$ cat config.mk
export PLATFORM = sky130hd
export DESIGN_NAME = acl_spi_sequencer
export DESIGN_NICKNAME = d
export VERILOG_FILES = /design/src/rtl/acl_spi_sequencer.sv
export SDC_FILE = /design/constraint.sdc
export NUM_CORES = 1
export LEC_CHECK = 0
export BUFFER_PORTS_ARGS = -buffer_cell sky130_fd_sc_hd__buf_2
export CAP_MARGIN = 25
export CORE_MARGIN = 2
export CORE_UTILIZATION = 50
export DETAILED_ROUTE_END_ITERATION = 8
export PLACE_DENSITY_LB_ADDON = 0.08
export SLEW_MARGIN = 20
export SYNTH_ARGS = -nofsm -noshare
export SYNTH_HDL_FRONTEND = slang
export SYNTH_SLANG_ARGS = --single-unit
$ cat constraint.sdc
create_clock -name clk -period 6.5 [get_ports clk]
set_input_delay 1.3 -clock clk [delete_from_list [all_inputs] [get_ports clk]]
set_output_delay 1.3 -clock clk [all_outputs]
set_load 0.02 [all_outputs]
$ cat src/rtl/acl_spi_sequencer.sv
// Autonomous ADXL362 SPI sequencer: one POWER_CTL write after reset, then periodic XYZ burst reads.
// Define ACL_TEMP_READ_EN to extend the burst with TEMP_L/TEMP_H and add the temp_o port.
module acl_spi_sequencer #(
    parameter int CLK_DIV       = 10,
    parameter int SAMPLE_PERIOD = 500000,
    parameter int CS_GAP        = 4
) (
    input  logic        clk,
    input  logic        rst,
    input  logic        enable_i,
    input  logic        acl_miso,
    output logic        acl_mosi,
    output logic        acl_sclk,
    output logic        acl_csn,
    output logic [15:0] x_o,
    output logic [15:0] y_o,
    output logic [15:0] z_o,
`ifdef ACL_TEMP_READ_EN
    output logic [15:0] temp_o,
`endif
    output logic        valid_o,
    output logic        busy_o,
    output logic        cfg_done_o,
    output logic [15:0] sample_cnt_o
);
`ifdef ACL_TEMP_READ_EN
    localparam int DUMMY_BYTES = 8;
`else
    localparam int DUMMY_BYTES = 6;
`endif
    localparam int RD_BITS  = 8 * (2 + DUMMY_BYTES);
    localparam int CFG_BITS = 24;
    localparam int RX_W     = 8 * DUMMY_BYTES;
    localparam int DIV_W    = $clog2(CLK_DIV);
    localparam int BIT_W    = $clog2(RD_BITS);
    localparam int PER_W    = (SAMPLE_PERIOD > 1) ? $clog2(SAMPLE_PERIOD) : 1;
    localparam int GAP_W    = (CS_GAP > 1) ? $clog2(CS_GAP) : 1;

    localparam logic [DIV_W-1:0]   DIV_LAST = DIV_W'(CLK_DIV - 1);
    localparam logic [PER_W-1:0]   PER_LAST = PER_W'(SAMPLE_PERIOD - 1);
    localparam logic [GAP_W-1:0]   GAP_LAST = GAP_W'(CS_GAP - 1);
    localparam logic [RD_BITS-1:0] CFG_TX   = {24'h0A2D02, {(RD_BITS - CFG_BITS){1'b0}}};
    localparam logic [RD_BITS-1:0] RD_TX    = {16'h0B0E, {RX_W{1'b0}}};

    typedef enum logic [2:0] {S_IDLE, S_CFG, S_GAP, S_WAIT, S_READ, S_UPD} state_t;

    state_t             state, state_n;
    logic [DIV_W-1:0]   div_cnt;
    logic               phase;      // 0: SCLK low half, 1: SCLK high half
    logic [BIT_W-1:0]   bit_cnt;
    logic [BIT_W-1:0]   bit_last;
    logic [RD_BITS-1:0] tx_sr;
    logic [RX_W-1:0]    rx_sr;
    logic [PER_W-1:0]   per_cnt;
    logic [GAP_W-1:0]   gap_cnt;

    logic in_frame, half_done, frame_end, per_done, start_cfg, start_read;

    assign in_frame   = (state == S_CFG) || (state == S_READ);
    assign half_done  = in_frame && (div_cnt == DIV_LAST);
    assign frame_end  = half_done && phase && (bit_cnt == bit_last);
    assign per_done   = (per_cnt == PER_LAST);
    assign start_cfg  = (state == S_IDLE) && enable_i && !cfg_done_o;
    assign start_read = (state == S_WAIT) && enable_i && per_done;
    assign busy_o     = !acl_csn;

    always_ff @(posedge clk or posedge rst) begin
        if (rst) state <= S_IDLE;
        else     state <= state_n;
    end

    always_comb begin
        state_n = state;
        case (state)
            S_IDLE: if (enable_i) state_n = cfg_done_o ? S_WAIT : S_CFG;
            S_CFG:  if (frame_end) state_n = S_GAP;
            S_GAP:  if (gap_cnt == GAP_LAST) state_n = enable_i ? S_WAIT : S_IDLE;
            S_WAIT: begin
                if (!enable_i)    state_n = S_IDLE;
                else if (per_done) state_n = S_READ;
            end
            S_READ: if (frame_end) state_n = S_UPD;
            S_UPD:  state_n = S_GAP;
            default: state_n = S_IDLE;
        endcase
    end

    // Period counter saturates so a long frame never queues a backlog of reads;
    // idling and config completion both leave it saturated so the next read is immediate.
    always_ff @(posedge clk or posedge rst) begin
        if (rst) begin
            per_cnt <= PER_LAST;
            gap_cnt <= '0;
        end else begin
            if (start_read)
                per_cnt <= '0;
            else if (state == S_IDLE || (state == S_CFG && frame_end))
                per_cnt <= PER_LAST;
            else if (!per_done)
                per_cnt <= per_cnt + 1'b1;
            gap_cnt <= (state == S_GAP) ? gap_cnt + 1'b1 : '0;
        end
    end

    always_ff @(posedge clk or posedge rst) begin
        if (rst) begin
            acl_csn      <= 1'b1;
            acl_sclk     <= 1'b0;
            acl_mosi     <= 1'b0;
            div_cnt      <= '0;
            phase        <= 1'b0;
            bit_cnt      <= '0;
            bit_last     <= '0;
            tx_sr        <= '0;
            rx_sr        <= '0;
            x_o          <= '0;
            y_o          <= '0;
            z_o          <= '0;
`ifdef ACL_TEMP_READ_EN
            temp_o       <= '0;
`endif
            valid_o      <= 1'b0;
            cfg_done_o   <= 1'b0;
            sample_cnt_o <= '0;
        end else begin
            valid_o <= 1'b0;
            if (start_cfg || start_read) begin
                acl_csn  <= 1'b0;
                acl_sclk <= 1'b0;
                div_cnt  <= '0;
                phase    <= 1'b0;
                bit_cnt  <= '0;
                if (start_cfg) begin
                    acl_mosi <= CFG_TX[RD_BITS-1];
                    tx_sr    <= CFG_TX << 1;
                    bit_last <= BIT_W'(CFG_BITS - 1);
                end else begin
                    acl_mosi <= RD_TX[RD_BITS-1];
                    tx_sr    <= RD_TX << 1;
                    bit_last <= BIT_W'(RD_BITS - 1);
                end
            end else if (in_frame) begin
                if (half_done) begin
                    div_cnt <= '0;
                    phase   <= ~phase;
                    if (!phase) begin
                        acl_sclk <= 1'b1;
                        rx_sr    <= {rx_sr[RX_W-2:0], acl_miso};
                    end else begin
                        acl_sclk <= 1'b0;
                        if (frame_end) begin
                            acl_csn  <= 1'b1;
                            acl_mosi <= 1'b0;
                            if (state == S_CFG) begin
                                cfg_done_o <= 1'b1;
                            end else begin
                                // Burst order is XL,XH,YL,YH,ZL,ZH[,TL,TH], oldest byte in the MSBs.
                                x_o          <= {rx_sr[RX_W-9  -: 8], rx_sr[RX_W-1  -: 8]};
                                y_o          <= {rx_sr[RX_W-25 -: 8], rx_sr[RX_W-17 -: 8]};
                                z_o          <= {rx_sr[RX_W-41 -: 8], rx_sr[RX_W-33 -: 8]};
`ifdef ACL_TEMP_READ_EN
                                temp_o       <= {rx_sr[RX_W-57 -: 8], rx_sr[RX_W-49 -: 8]};
`endif
                                valid_o      <= 1'b1;
                                sample_cnt_o <= sample_cnt_o + 16'd1;
                            end
                        end else begin
                            acl_mosi <= tx_sr[RD_BITS-1];
                            tx_sr    <= tx_sr << 1;
                            bit_cnt  <= bit_cnt + 1'b1;
                        end
                    end
                end else begin
                    div_cnt <= div_cnt + 1'b1;
                end
            end
        end
    end

endmodule

==> out/results.ini, run 1 <==
[status]
outcome=finished clean

[timing]
drv_slew=0
finalHoldViolations=0
rsz0062_at_grt=no
clock_skew_ns=0.00727
finalCriticalPeriod_ns=2.83
slew_headroom_pct=36.5
setup_violations=0
fin_crit_sh_pct=43.5
worstMarginPinSlew_ns=0.944
fmax_mhz=354
tns_ns=0

[logic_synthesis]
ys_seq_area_share_pct=59.8
synthDominantCellAreaShare_pct=55.5
syn_inst=661
synth_warnings=0
synth.most_common_cell=nand2_1
synth_top_area_cell=dfrtp_1
ys_top_cells_by_count=173 x nand2_1, 163 x dfrtp_1, 49 x mux2_2
synth.avg_cell_area_um2=11.1
synth-edff-count=0
yosys_most_used_dff=dfrtp_1
synth_seq_cells=175
synth_nets=671
synthDistinctLibCells=52
syn_area_um2=7350
synth.area.top_cells=dfrtp_1 55%, nand2_1 8.8%, mux2_2 7.5%
synthArstFlopShare_pct=100

[worst_setup_path]
critPathLaunch=enable_i
required_ns=6.78
r2r_cells=6
reg2reg_from=bit_cnt[4]
cp-end-kind=flop
path_class=in -> reg
cp_max_fo=7
crit_path_start_kind=input port
arrival_ns=3.10

[floorplan]
die_area_um2=15700
rows=44
start_util_pct=51.0
die_y_um=125
ioPinCount=74
core-area_um2=14400
die-width_um=125

[layout]
nets=743
drive_gt1_share_pct=25.2
final_core_util_pct=58.9
final_area_um2=8490
syn_to_final_growth_pct=15.6
antenna_cells=0

[detailed_routing]
avgViaCountPerCell=5.36
drc=0
num_vias=4987
drt_iter0_markers=329
drt_first_pass_iters=4
ant_nets=0
wirelength_um=14100
routedWlPerCell_um=15.2

[clock_network]
cts_tree=built
clock-sinks=175
cts_hold_buf=0
cts_setup_buffers=0
cts-resized-gates=0
root_buffer=clkbuf_16
path_clk_slew_ns=0.06
cts_buffers=17
htreeDepth=4
cts_max_path_buffers=2
clk_latency_ns=0.42

[place]
placed_area_um2=7870
hpwl_um=9120
port-buffer-count=73
place.gp.congestion=0.789

[power]
leakagePower_nw=4.38
irDropWorstVdd_mv=0.182
powerDensity_nw_per_um2=323

[global_route]
grt_pass1_vias=4912
grt_overflow=0
antenna_found_initial=0
grt_start_max_net_pins=117
grtUsageTotal_pct=19.0
grt_pass1_wl_um=24200

[job]
maxCapViolCount=0

[worst_hold_path]
min-delay-start=gap_cnt[0]
hold_class=reg -> reg
hold_depth=1

[sequential cells by signal, indices dropped and copies added (netlist names)]
signal and flops:
bit_cnt 6, valid_o 1, per_cnt 19, acl_mosi 1
y_o 16, x_o 16, rx_sr 48, acl_sclk 1
sample_cnt_o 16, z_o 16, gap_cnt 2, bit_last 2
div_cnt 4, tx_sr 22, state 3, cfg_done_o 1
acl_csn 1
[power by group]
group | total [W] | leakage (nW) | internal (W) | switching, W
clock network | 0.00105 | 0.293 | 0.000628 | 0.000421
logic | 0.000421 | 1.73 | 0.000172 | 0.000249
registers | 0.00127 | 2.35 | 0.00118 | 0.0000887
[worst max-delay path, stage by stage]
cell     delay [ns]
buf_2          0.09
nor2b_2        0.18
nand3_1        0.19
or4_1          0.72
a31oi_1        0.46
mux2i_1        0.15
[per-layer routing]
| metal | GRT usage (%) | up-vias | routed length [µm] |
|---|---|---|---|
| met1 | 26.8 | 2467 | 6790 |
| met5 | 0 | - | 0 |
| met2 | 29.1 | 106 | 6380 |
| met4 | 6.27 | 0 | 179 |
| met3 | 4.71 | 15 | 749 |
| li1 | - | 2399 | - |
[final cells by class]
cell class | count | area (µm²)
Fill cell | 1235 | 5930
Sequential cell | 175 | 4390
Multi-Input combinational cell | 447 | 2780
Clock buffer | 20 | 457
Timing Repair Buffer | 79 | 420
Tap cell | 184 | 230
Clock inverter | 12 | 158
Inverter | 13 | 56.3
[path summary, 6_finish.rpt]
path,end,slack (ns)
max,bit_cnt[0],3.67
max reg2reg,sample_cnt_o[9],3.76
max in group asynchronous,y_o[11],4.28
min reg2reg,gap_cnt[0],0.44
min,gap_cnt[0],0.44
min in group asynchronous,rx_sr[23],1.00
[stage by stage]
stage	setup WS [ns]	hold WS (ns)	power, W	instances
floorplan	0.475	0.415	0.00162	661
global placement	3.36	0.425	0.00170	896
detailed placement	3.26	0.431	0.00171	897
CTS	3.71	0.441	0.00277	929
global route	3.56	0.472	0.00288	930
finish	3.67	0.439	0.00274	930
[placed cells by master, fill, tap and decap left out, drive strengths merged, types with 11 or more instances in the layout]
cell type    n
nor3        14
xnor2       22
nand3       19
inv         16
clkbuf      20
dfstp       12
o21ai       11
a22o        14
dfrtp      163
xor2        11
nand4       13
nand2      173
mux2        49
a21oi       20
buf         79
nor2        28
[kinds of logic (layout without fill, tap and decap cells)]
group	after synthesis	count (layout)	synth area share (%)
simple gates	289	289	18.0
fa+ha+maj	6	6	1.02
xor+xnor	33	33	3.93
buf+inv	39	124	2.59
flops	175	175	59.8
compound gates	66	66	6.60
mux	53	53	8.05
Note: power is estimated with default switching activity, not from simulation.
==> inputs of run 2 (changes only) <==
clock period = 2.3 ns   (was 6.5 ns; I/O delays follow)
==> out/results.ini, run 2 (synthesized netlist as in run 1, its figures left out) <==
[worst_setup_path]
arrival_ns=2.58
crit_path_start_kind=flop
cp-end-kind=flop
cp_max_fo=5
path_class=reg -> reg
required_ns=2.64

[place]
port-buffer-count=73
post-place-ws_ns=0.0236
hpwl_um=10200
place.gp.congestion=0.805

[clock_network]
root_buffer=clkbuf_16
cts_max_path_buffers=2
htreeDepth=4
path_clk_slew_ns=0.06
clock-sinks=175
cts_buffers=17
cts_tree=built
clk_latency_ns=0.42

[layout]
fillers=1231
final_core_util_pct=60.7
final_cell_mix=173 x nand2_1, 162 x dfrtp_1, 73 x buf_2
reg.largest.list=rx_sr (48), tx_sr (22), per_cnt (19)
largest-register=rx_sr
syn_to_final_growth_pct=19.1
ff_latch_area_um2=4400
largest_register_ffs=48
nets=772
antenna_cells=0
multiInputGateArea_um2=2820
drive_gt1_share_pct=28.5
final_common_cell=nand2_1

[power]
comb_power_share_pct=18.9
powerDensity_nw_per_um2=869
leakagePower_nw=4.49
switching_share_pct=28.7
clkPwrFrac_pct=34.5
p_seq_share_pct=46.5
p_int_w=0.00543
switchingPower_w=0.00218
irDropWorstVdd_mv=0.518

[timing]
rsz0062_at_grt=yes
whs_ns=0.281
fin_crit_sh_pct=97.6
drv_slew=0
clock_skew_ns=0.00769
fin_ws_ns=0.0562
finalCriticalPeriod_ns=2.24
fmax_mhz=446
slew_headroom_pct=57.1
finalHoldViolations=0
worstMarginPinSlew_ns=0.637
setup_violations=0

[floorplan]
ioPinCount=74
rows=44
die_y_um=125
start_util_pct=51.0
die_area_um2=15700
core-area_um2=14400
die-width_um=125

[job]
maxCapViolCount=0

[detailed_routing]
drt_first_pass_iters=4
drc=0
routedWlPerCell_um=15.3
drt_iter0_markers=259
num_vias=5121
ant_nets=0
wirelength_um=14700
avgViaCountPerCell=5.34

[global_route]
grt_pass1_wl_um=25400
antenna_found_initial=0
grt_overflow=0
grtUsageTotal_pct=19.8
grt_start_max_net_pins=66
grt_pass1_vias=5240

[status]
outcome=finished clean

[worst_hold_path]
hold_class=in -> reg

[run 2: cell count changes in the layout (fill, tap and decap cells not counted), moves of 2 or more]
cell | previous run | this run
buf_4 | 4 | 27
buf_12 | 1 | 7
clkinvlp_4 | 3 | 7
bufinv_16 | 3 | 0
clkbuf_1 | 1 | 3
clkinv_2 | 2 | 0
[run 2: repair_timing]
item / in CTS / in global routing
endpoints found under the hold margin: 7 / 0
resized for setup: 0 / 6
hold buffers: 1 / 0
setup buffers: 0 / 2
endpoints found under the setup margin: 0 / 96
[run 2: critical path, stage by stage (launching register included)]
cell and delay [ns]:
dfstp_2 0.57, or4b_4 0.47, or3_4 0.34, or3_4 0.40, a21oi_4 0.20, a2bb2oi_1 0.17
[run 2: layer usage]
metal	wire, µm	part of all wire, %	vias to the layer above	global-route usage (%)
met2	7070	48	99	32.1
met1	6800	46	2551	26.5
li1	-	-	2453	-
met5	0	0	-	0
met3	607	4.1	18	4.36
met4	223	1.5	0	7.25
[run 2: stage by stage]
stage / TNS, ns / std cells / total power (W) / cell area [µm²]
after floorplan: -63.38 / 661 / 0.00460 / 7370
after global placement: 0 / 924 / 0.00494 / 8160
after detailed placement: 0 / 924 / 0.00500 / 8160
after CTS: 0 / 957 / 0.00765 / 8710
after global routing: -0.0517 / 959 / 0.00804 / 8760
final: 0 / 959 / 0.00761 / 8760
[run 2: worst paths after layout]
check / from / to / slack [ns] / depth (start not counted)
min: acl_miso / rx_sr[0] / 0.28 / 2
max: per_cnt[4] / tx_sr[57] / 0.06 / 5
max in group asynchronous: rst / per_cnt[17] / 1.03 / 4
min in group asynchronous: rst / tx_sr[63] / 0.55 / 3
min reg2reg: gap_cnt[0] / gap_cnt[0] / 0.44 / 1
max reg2reg: per_cnt[4] / tx_sr[57] / 0.06 / 5
[run 2: cell type report]
| type | count | area share, % |
|---|---|---|
| multi-input combinational | 447 | 32.2 |
| clock inverter | 10 | 0.915 |
| tap | 184 | 2.63 |
| inverter | 13 | 0.600 |
| timing repair buffer | 108 | 8.20 |
| sequential | 175 | 50.2 |
| clock buffer | 22 | 5.30 |
[run 2: power by group through the flow]
stage                     registers [W]  logic, W  clock network [W]
after CTS                       0.00354   0.00141            0.00269
after global routing            0.00357   0.00163            0.00284
final                           0.00354   0.00144            0.00263
after global placement          0.00358   0.00136                  0
after detailed placement        0.00359   0.00141                  0
after floorplan                 0.00357   0.00103                  0
==> inputs of run 3 (changes only) <==
CELL_PAD_IN_SITES_DETAIL_PLACEMENT = 0   (was unset)
CELL_PAD_IN_SITES_GLOBAL_PLACEMENT = 1   (was unset)
CORE_UTILIZATION = 42   (was 50)
==> out/results.ini, run 3 (synthesized netlist as in run 1, its figures left out) <==
[detailed_routing]
avgViaCountPerCell=5.00
dr_wl_met3_um=531
wl_met1_um=7390
drc=0
wirelength_um=14800
drt_first_pass_iters=4
drt_iter0_markers=239
wl_met2_um=6640
num_vias=5028
routedWlPerCell_um=14.7
highest_layer=met4
ant_nets=0

[layout]
antenna_cells=0
final_common_cell=nand2_1
nets=777
fillers=1594
final_cell_mix=173 x nand2_1, 163 x dfrtp_1, 73 x buf_2
final_core_util_pct=51.6
largest_register_ffs=48
reg.largest.list=rx_sr (48), tx_sr (22), per_cnt (19)
instances_no_fill=1005
largest-register=rx_sr
drive_gt1_share_pct=29.4
ff_latch_area_um2=4390
syn_to_final_growth_pct=20.6
multiInputGateArea_um2=2830

[global_route]
grt_overflow=0
grt_start_max_net_pins=93
antenna_found_initial=0
grt_pass1_vias=4851
grt_pass1_wl_um=24500
grtUsageTotal_pct=16.8

[timing]
drv_slew=0
tns_ns=0
worstMarginPinSlew_ns=0.627
finalCriticalPeriod_ns=2.28
fin_crit_sh_pct=99.0
fin_ws_ns=0.0228
whs_ns=0.167
rsz0062_at_grt=yes
setup_violations=0
slew_headroom_pct=57.8
fmax_mhz=439
clock_skew_ns=0.0123
finalHoldViolations=0

[worst_setup_path]
reg2reg_from=per_cnt[4]
crit_path_start_kind=flop
r2r_cells=5
cp-end-kind=flop
path_class=reg -> reg
arrival_ns=2.61
regToRegSetupSlack_ns=0.02
cp_max_fo=6
required_ns=2.64
worstReg2RegEnd=tx_sr[57]

[place]
port-buffer-count=73
hpwl_um=9980
post-place-ws_ns=0.0490
place.gp.congestion=0.778
dp.cells=971

[clock_network]
root_buffer=clkbuf_16
clk_latency_ns=0.42
htreeDepth=4
cts_max_path_buffers=2
clock-sinks=175
cts_hold_buf=0
path_clk_slew_ns=0.06
cts_tree=built
cts_buffers=17

[job]
maxCapViolCount=0

[floorplan]
die-width_um=136
core-area_um2=17200
ioPinCount=74
die_y_um=136
rows=48
start_util_pct=42.8
die_area_um2=18600

[power]
irDropWorstVdd_mv=0.494
powerDensity_nw_per_um2=875
leakagePower_nw=4.55

[worst_hold_path]
hold_class=in -> async

[status]
outcome=finished clean

[run 3: changes by cell type in the layout (fill, tap and decap cells not counted), sizes merged]
cell / delta
clkinv: +4
dlygate4sd3: -1
buf: +6
clkinvlp: -4
[run 3: worst max-delay path: stages (launching register included)]
cell	delay, ns
dfstp_2	0.57
or4b_4	0.47
or3_4	0.34
or3_4	0.39
a21oi_4	0.23
a2bb2oi_1	0.19
[run 3: layout make-up]
cell class	count	share of cell area [%]
clock buffers	22	5.46
clock inverters	10	0.861
inverters	13	0.593
multi-input cells	447	31.9
flip-flops and latches	175	49.6
well taps	225	3.18
repair buffers	113	8.40
[run 3: power breakdown]
part | internal (W) | switching [W] | total (W) | leakage [nW]
sequential | 0.00334 | 0.000199 | 0.00354 | 2.35
clock | 0.00151 | 0.00120 | 0.00271 | 0.275
combinational | 0.000679 | 0.000826 | 0.00150 | 1.92
[run 3: worst max path at each step]
stage | startpoint | endpoint | cells past startpoint | slack, ns
floorplan | rst | acl_mosi | 1 | -0.39
global placement | per_cnt[0] | tx_sr[61] | 6 | 0.1
detailed placement | per_cnt[0] | tx_sr[46] | 6 | 0.05
CTS | per_cnt[4] | tx_sr[50] | 5 | 0.03
global route | per_cnt[4] | tx_sr[57] | 5 | -0.04
finish | per_cnt[4] | tx_sr[57] | 5 | 0.02
[run 3: repair_timing]
action	CTS	global route
gates resized for setup	0	7
endpoints found under the setup margin	0	76
setup buffers	0	2
[run 3: metrics by stage]
step | total power (W) | instance area (µm²)
6_report | 0.00776 | 8860
5_1_grt | 0.00818 | 8860
4_1_cts | 0.00780 | 8800
3_5_place_dp | 0.00506 | 8240
3_3_place_gp | 0.00501 | 8240
2_1_floorplan | 0.00460 | 7370
[run 3: per-layer routing]
layer | track usage (%) | up-vias
li1 | - | 2478
met1 | 23.9 | 2460
met2 | 25.3 | 72
met3 | 3.91 | 18
met4 | 5.84 | 0
met5 | 0 | -
